`config.mk`:
```
export PLATFORM = sky130hd
export DESIGN_NAME = irq_pending_capture
export DESIGN_NICKNAME = d
export VERILOG_FILES = /design/src/rtl/irq_pending_capture.sv
export SDC_FILE = /design/constraint.sdc
export NUM_CORES = 1
export LEC_CHECK = 0
export BUFFER_PORTS_ARGS = -buffer_cell sky130_fd_sc_hd__buf_2
export CORE_MARGIN = 5
export CORE_UTILIZATION = 42
export CTS_CLUSTER_SIZE = 28
export DETAILED_ROUTE_END_ITERATION = 6
export GPL_ROUTABILITY_DRIVEN = 0
export PLACE_DENSITY = 0.74
export SYNTH_ARGS = -nofsm -noshare
export SYNTH_HDL_FRONTEND = slang
export SYNTH_SLANG_ARGS = --single-unit
```
`constraint.sdc`:
```
create_clock -name clk -period 1.6 [get_ports clk]
set_input_delay 0.32 -clock clk [delete_from_list [all_inputs] [get_ports clk]]
set_output_delay 0.32 -clock clk [all_outputs]
set_load 0.005 [all_outputs]
```
`src/rtl/irq_pending_capture.sv`:
```
// irq_pending_capture
//
// Capture stage in front of the 8-input priority encoder. Each request line
// is synchronized, then tracked either as a rising-edge event (held until the
// consumer clears it by index) or as a level (pending follows the line). Edge
// events that arrive while the line is already pending set a sticky
// per-line overflow flag.
//
// Ports:
//   clk        clock, all state changes on the rising edge
//   rst_n      asynchronous active-low reset
//   irq_in     [N] asynchronous request lines
//   edge_sel   [N] 1 = rising-edge mode, 0 = level mode (per line)
//   mask       [N] 1 = forward line to encoder, 0 = hold but hide
//   global_en  master enable for the encoder
//   clr_valid  one-cycle clear strobe from the consumer
//   clr_idx    [3] pending bit to clear when clr_valid=1
//   ovf_clr    clears all overflow flags
//   pend_out   [N] pending & mask, drives encoder `in`
//   pend_en    global_en & |pend_out, drives encoder `en`
//   pend_raw   [N] unmasked pending register
//   overflow   [N] sticky lost-edge flags
module irq_pending_capture #(
  parameter int N           = 8,
  parameter int SYNC_STAGES = 2
) (
  input  logic         clk,
  input  logic         rst_n,
  input  logic [N-1:0] irq_in,
  input  logic [N-1:0] edge_sel,
  input  logic [N-1:0] mask,
  input  logic         global_en,
  input  logic         clr_valid,
  input  logic [2:0]   clr_idx,
  input  logic         ovf_clr,
  output logic [N-1:0] pend_out,
  output logic         pend_en,
  output logic [N-1:0] pend_raw,
  output logic [N-1:0] overflow
);

  logic [N-1:0] sync_reg [SYNC_STAGES];
  logic [N-1:0] s;
  logic [N-1:0] prev_reg;
  logic [N-1:0] pend_reg;
  logic [N-1:0] ovf_reg;
  logic [N-1:0] rise;
  logic [N-1:0] clr_hit;
  logic [N-1:0] pend_next;
  logic [N-1:0] ovf_next;

  // Synchronizer chain; stage 0 is the metastability-catching flop.
  always_ff @(posedge clk or negedge rst_n) begin
    if (!rst_n) begin
      for (int k = 0; k < SYNC_STAGES; k++) begin
        sync_reg[k] <= '0;
      end
    end else begin
      sync_reg[0] <= irq_in;
      for (int k = 1; k < SYNC_STAGES; k++) begin
        sync_reg[k] <= sync_reg[k-1];
      end
    end
  end

  assign s    = sync_reg[SYNC_STAGES-1];
  assign rise = s & ~prev_reg;

  generate
    for (genvar gi = 0; gi < N; gi++) begin : g_line
      assign clr_hit[gi] = clr_valid && (clr_idx == 3'(gi));

      // Edge mode: a new edge beats a same-cycle clear. Level mode: follow s,
      // clears are ignored because the source itself must be deasserted.
      always_comb begin
        pend_next[gi] = pend_reg[gi];
        if (edge_sel[gi]) begin
          if (rise[gi]) begin
            pend_next[gi] = 1'b1;
          end else if (clr_hit[gi]) begin
            pend_next[gi] = 1'b0;
          end
        end else begin
          pend_next[gi] = s[gi];
        end
      end

      // An edge is lost only if the bit is still pending and is not being
      // consumed this very cycle. A new set beats ovf_clr.
      always_comb begin
        ovf_next[gi] = ovf_reg[gi] & ~ovf_clr;
        if (edge_sel[gi] && rise[gi] && pend_reg[gi] && !clr_hit[gi]) begin
          ovf_next[gi] = 1'b1;
        end
      end
    end
  endgenerate

  always_ff @(posedge clk or negedge rst_n) begin
    if (!rst_n) begin
      prev_reg <= '0;
      pend_reg <= '0;
      ovf_reg  <= '0;
    end else begin
      // prev tracks in both modes so a mode switch never fakes an edge.
      prev_reg <= s;
      pend_reg <= pend_next;
      ovf_reg  <= ovf_next;
    end
  end

  assign pend_raw = pend_reg;
  assign overflow = ovf_reg;
  assign pend_out = pend_reg & mask;
  assign pend_en  = global_en & (|pend_out);

endmodule

```
==> insert_results.sql <==
INSERT INTO impl_metrics (metric_group, metric, value, unit) VALUES
('run_status', 'outcome', 'complete, but fails checks', ''),
('run_status', 'violations_in_the_final_reports', 'setup timing', ''),
('floorplanning', 'floorplan.initialDensity', '44.6', '%'),
('timing', 'tightest_slew', '447', 'ps'),
('timing', 'slew_viol_final', '0', ''),
('clock_network', 'clockBufferDepth', '2', ''),
('run', 'maxCapViolations', '0', ''),
('logic_synthesis', 'synthesis.nets', '135', ''),
('logic_synthesis', 'avgSynthCellArea', '13.4', 'um^2'),
('finish', 'inserted_diodes', '0', ''),
('global_route', 'grt_pass1_wl', '5070', 'um'),
('logic_synthesis', 'synth.yosys.seq_area_share', '72.4', '%'),
('timing', 'timing.final.hold_violations', '0', ''),
('timing', 'setup_total_negative_slack', '-566', 'ps'),
('floorplanning', 'die_h', '67.4', 'um'),
('finish', 'syn2layout_area_growth', '36.7', '%'),
('timing', 'fin_skew', '8.91', 'ps'),
('drt', 'detail_route.drc_violations', '0', ''),
('timing', 'slew-limit-headroom', '69.8', '%'),
('timing', 'final_min_period_over_clock_period', '135', '%'),
('global_route', 'globalRoute.totalOverflow', '0', ''),
('power', 'power_density', '1130', 'nW/um^2'),
('floorplanning', 'pin_count', '57', ''),
('drt', 'detail_route.wl_per_cell', '14.5', 'um'),
('clock_network', 'tritoncts', 'yes', ''),
('placed_design', 'dpl_worst_slack', '-245', 'ps'),
('finish', 'finalCoreUtilization', '60.9', '%'),
('clock_network', 'clkSinkCount', '40', ''),
('floorplanning', 'coreArea', '3100', 'um^2'),
('finish', 'post_route_cells_drive_above_1_share', '42.9', '%'),
('placed_design', 'post-dp-hpwl', '2380', 'um'),
('logic_synthesis', 'ys_seq_elements', '40', ''),
('hold_path', 'holdCritPathClass', 'in2reg', ''),
('global_route', 'first_global_vias', '1105', ''),
('power', 'p_leak', '0.984', 'nW'),
('drt', 'dr.first_iter.drc_count', '35', ''),
('clock_network', 'cts-buffers-inserted', '5', ''),
('drt', 'number_of_nets_with_antenna_violations_after_detailed_routing', '0', ''),
('finish', 'multi_input_comb_area', '367', 'um^2'),
('setup_path', 'startpoint_type', 'register', ''),
('setup_path', 'worstSetupPathType', 'reg2out', ''),
('timing', 'setup_viol_count_final', '1', ''),
('drt', 'routed_wl', '3170', 'um'),
('clock_network', 'clock_latency', '340', 'ps'),
('setup_path', 'worst_ep_arrival_time', '1850', 'ps'),
('power', 'irDropWorstVdd', '743', 'uV'),
('global_route', 'antenna_violations_before_repair', '0', ''),
('logic_synthesis', 'synthesis.yosys.warnings', '0', ''),
('logic_synthesis', 'synthesis.area', '1380', 'um^2'),
('setup_path', 'worst_path_max_delay_cell', 'or4_4', ''),
('logic_synthesis', 'postSynthCellCount', '103', ''),
('global_route', 'grtUsageTotal', '15.8', '%'),
('timing', 'fmaxAchievable', '462', 'MHz'),
('setup_path', 'cp.buffers_inverters', '1', ''),
('floorplanning', 'die_w', '67.4', 'um'),
('drt', 'drt_first_pass_iters', '4', ''),
('clock_network', 'clockRootBuffer', 'clkbuf_4', ''),
('floorplanning', 'placement_rows', '20', ''),
('placed_design', 'port-buffer-count', '56', ''),
('setup_path', 'worstPathCellList', 'and2_4, or4_4, o41a_1, buf_2', ''),
('setup_path', 'critical_path.endpoint_type', 'output pin', ''),
('timing', 'final_critical_path_setup_slack', '-566', 'ps'),
('setup_path', 'path_delay_family', 'simple AND/OR/NAND/NOR gates', ''),
('clock_network', 'cts_max_level', '2', ''),
('finish', 'final.fill_count', '282', ''),
('finish', 'finish.net_count', '207', ''),
('global_route', 'grt_start_max_net_pins', '24', ''),
('timing', 'final.min_clock_period', '2170', 'ps'),
('timing', 'grt_setup_unrepaired', 'yes', ''),
('setup_path', 'critical-path-max-stage-delay', '520', 'ps'),
('logic_synthesis', 'synthDistinctLibCells', '17', ''),
('floorplanning', 'design.die.area', '4540', 'um^2'),
('finish', 'regArea', '1000', 'um^2'),
('drt', 'routed_via_density', '4.79', ''),
('clock_network', 'path_clk_slew', '120', 'ps'),
('setup_path', 'critical_path_required', '1280', 'ps'),
('drt', 'routed-via-count', '1050', ''),
('setup_path', 'cp_max_fo', '2', '');
[worst register-to-register path, stage by stage, from the launching register on]
cell and delay [ps]:
dfrtp_1 390, buf_4 130, buf_4 130, o311a_2 120, a32o_1 270
[cells in the final DEF (no fill, tap or decap), types with 2 or more instances in the layout]
cell,synthesis,final
o2bb2ai_1,6,6
and2_1,7,7
a32o_1,2,2
nand2b_1,7,7
bufinv_16,0,2
buf_2,0,56
nand2_1,22,22
inv_1,5,5
a21o_1,2,2
o211ai_1,2,2
buf_4,0,8
o311ai_1,2,2
dfrtp_1,40,40
clkbuf_4,0,5
o311ai_0,2,2
[area by class of cell]
| class | instances | share of cell area [%] |
|---|---|---|
| clock buffer | 5 | 1.99 |
| tap | 44 | 2.91 |
| clock inverter | 2 | 3.18 |
| timing repair buffer | 65 | 18.5 |
| sequential | 40 | 53.0 |
| inverter | 5 | 0.993 |
| multi-input combinational | 58 | 19.4 |
[power by group]
part	internal (W)	total [W]	leakage, nW	switching [W]
Sequential	0.00107	0.00111	0.480	0.0000344
Clock	0.000478	0.000792	0.0513	0.000314
Combinational	0.000128	0.000242	0.454	0.000115
Total	0.00168	0.00214	0.984	0.000463
[metal layers]
metal	track usage [%]	routed length (um)	vias up
met5	0	0	-
met4	8.10	45	0
met3	5.66	264	6
met2	27.0	1600	41
met1	17.2	1260	505
li1	-	-	498
[Yosys cell counts, drive strengths merged]
cell type,number,area share (%)
or2,1,0.45
o41a,1,0.81
o2bb2ai,6,3.8
a32o,2,1.4
a21o,2,1.1
nand2,22,6.0
inv,5,1.4
and2,8,3.8
or4,1,0.54
o311ai,4,2.5
o311a,2,1.5
nand2b,7,3.2
dfrtp,40,72
o211ai,2,1.1
[what timing repair did]
action	in CTS	in global routing
gates resized for setup	1	0
setup buffers	1	0
cloned	0	0
hold endpoints to repair	17	0
setup endpoints to repair	1	1
hold buffers	1	0
[path summary, 6_finish.rpt]
| kind | cells past startpoint | endpoint | slack, ps | from |
|---|---|---|---|---|
| setup / recovery | 4 | pend_en | -570 | pend_raw[1]$_DFFE_PN0P_ |
| hold / removal | 1 | sync_reg[15]$_DFF_PN0_ | 80 | irq_in[7] |
| setup reg to reg | 4 | overflow[1]$_DFF_PN0_ | 450 | pend_raw[1]$_DFFE_PN0P_ |
| hold reg to reg | 0 | s[3]$_DFF_PN0_ | 350 | sync_reg[11]$_DFF_PN0_ |
| max in group asynchronous | 3 | sync_reg[11]$_DFF_PN0_ | 830 | rst_n |
| min in group asynchronous | 2 | sync_reg[10]$_DFF_PN0_ | 300 | rst_n |
[metrics by stage]
step | hold WS, ps | std cells | instance area [um^2] | power (W)
3_3_place_gp | 128 | 210 | 1770 | 0.00136
6_report | 76.9 | 219 | 1890 | 0.00214
4_1_cts | 62.1 | 219 | 1890 | 0.00216
2_1_floorplan | 24.4 | 103 | 1380 | 0.00120
5_1_grt | 44.4 | 219 | 1890 | 0.00224
3_5_place_dp | 127 | 210 | 1770 | 0.00136
[cell families (layout without fill, tap and decap cells)]
family / count (synthesis) / in the layout / share of synthesized area [%]
buffers and inverters: 5 / 77 / 1.36
flip-flops: 40 / 40 / 72.4
AO/OA/AOI/OAI: 19 / 19 / 12.3
AND/OR/NAND/NOR: 39 / 39 / 13.9
(Power assumes the default switching activity.)
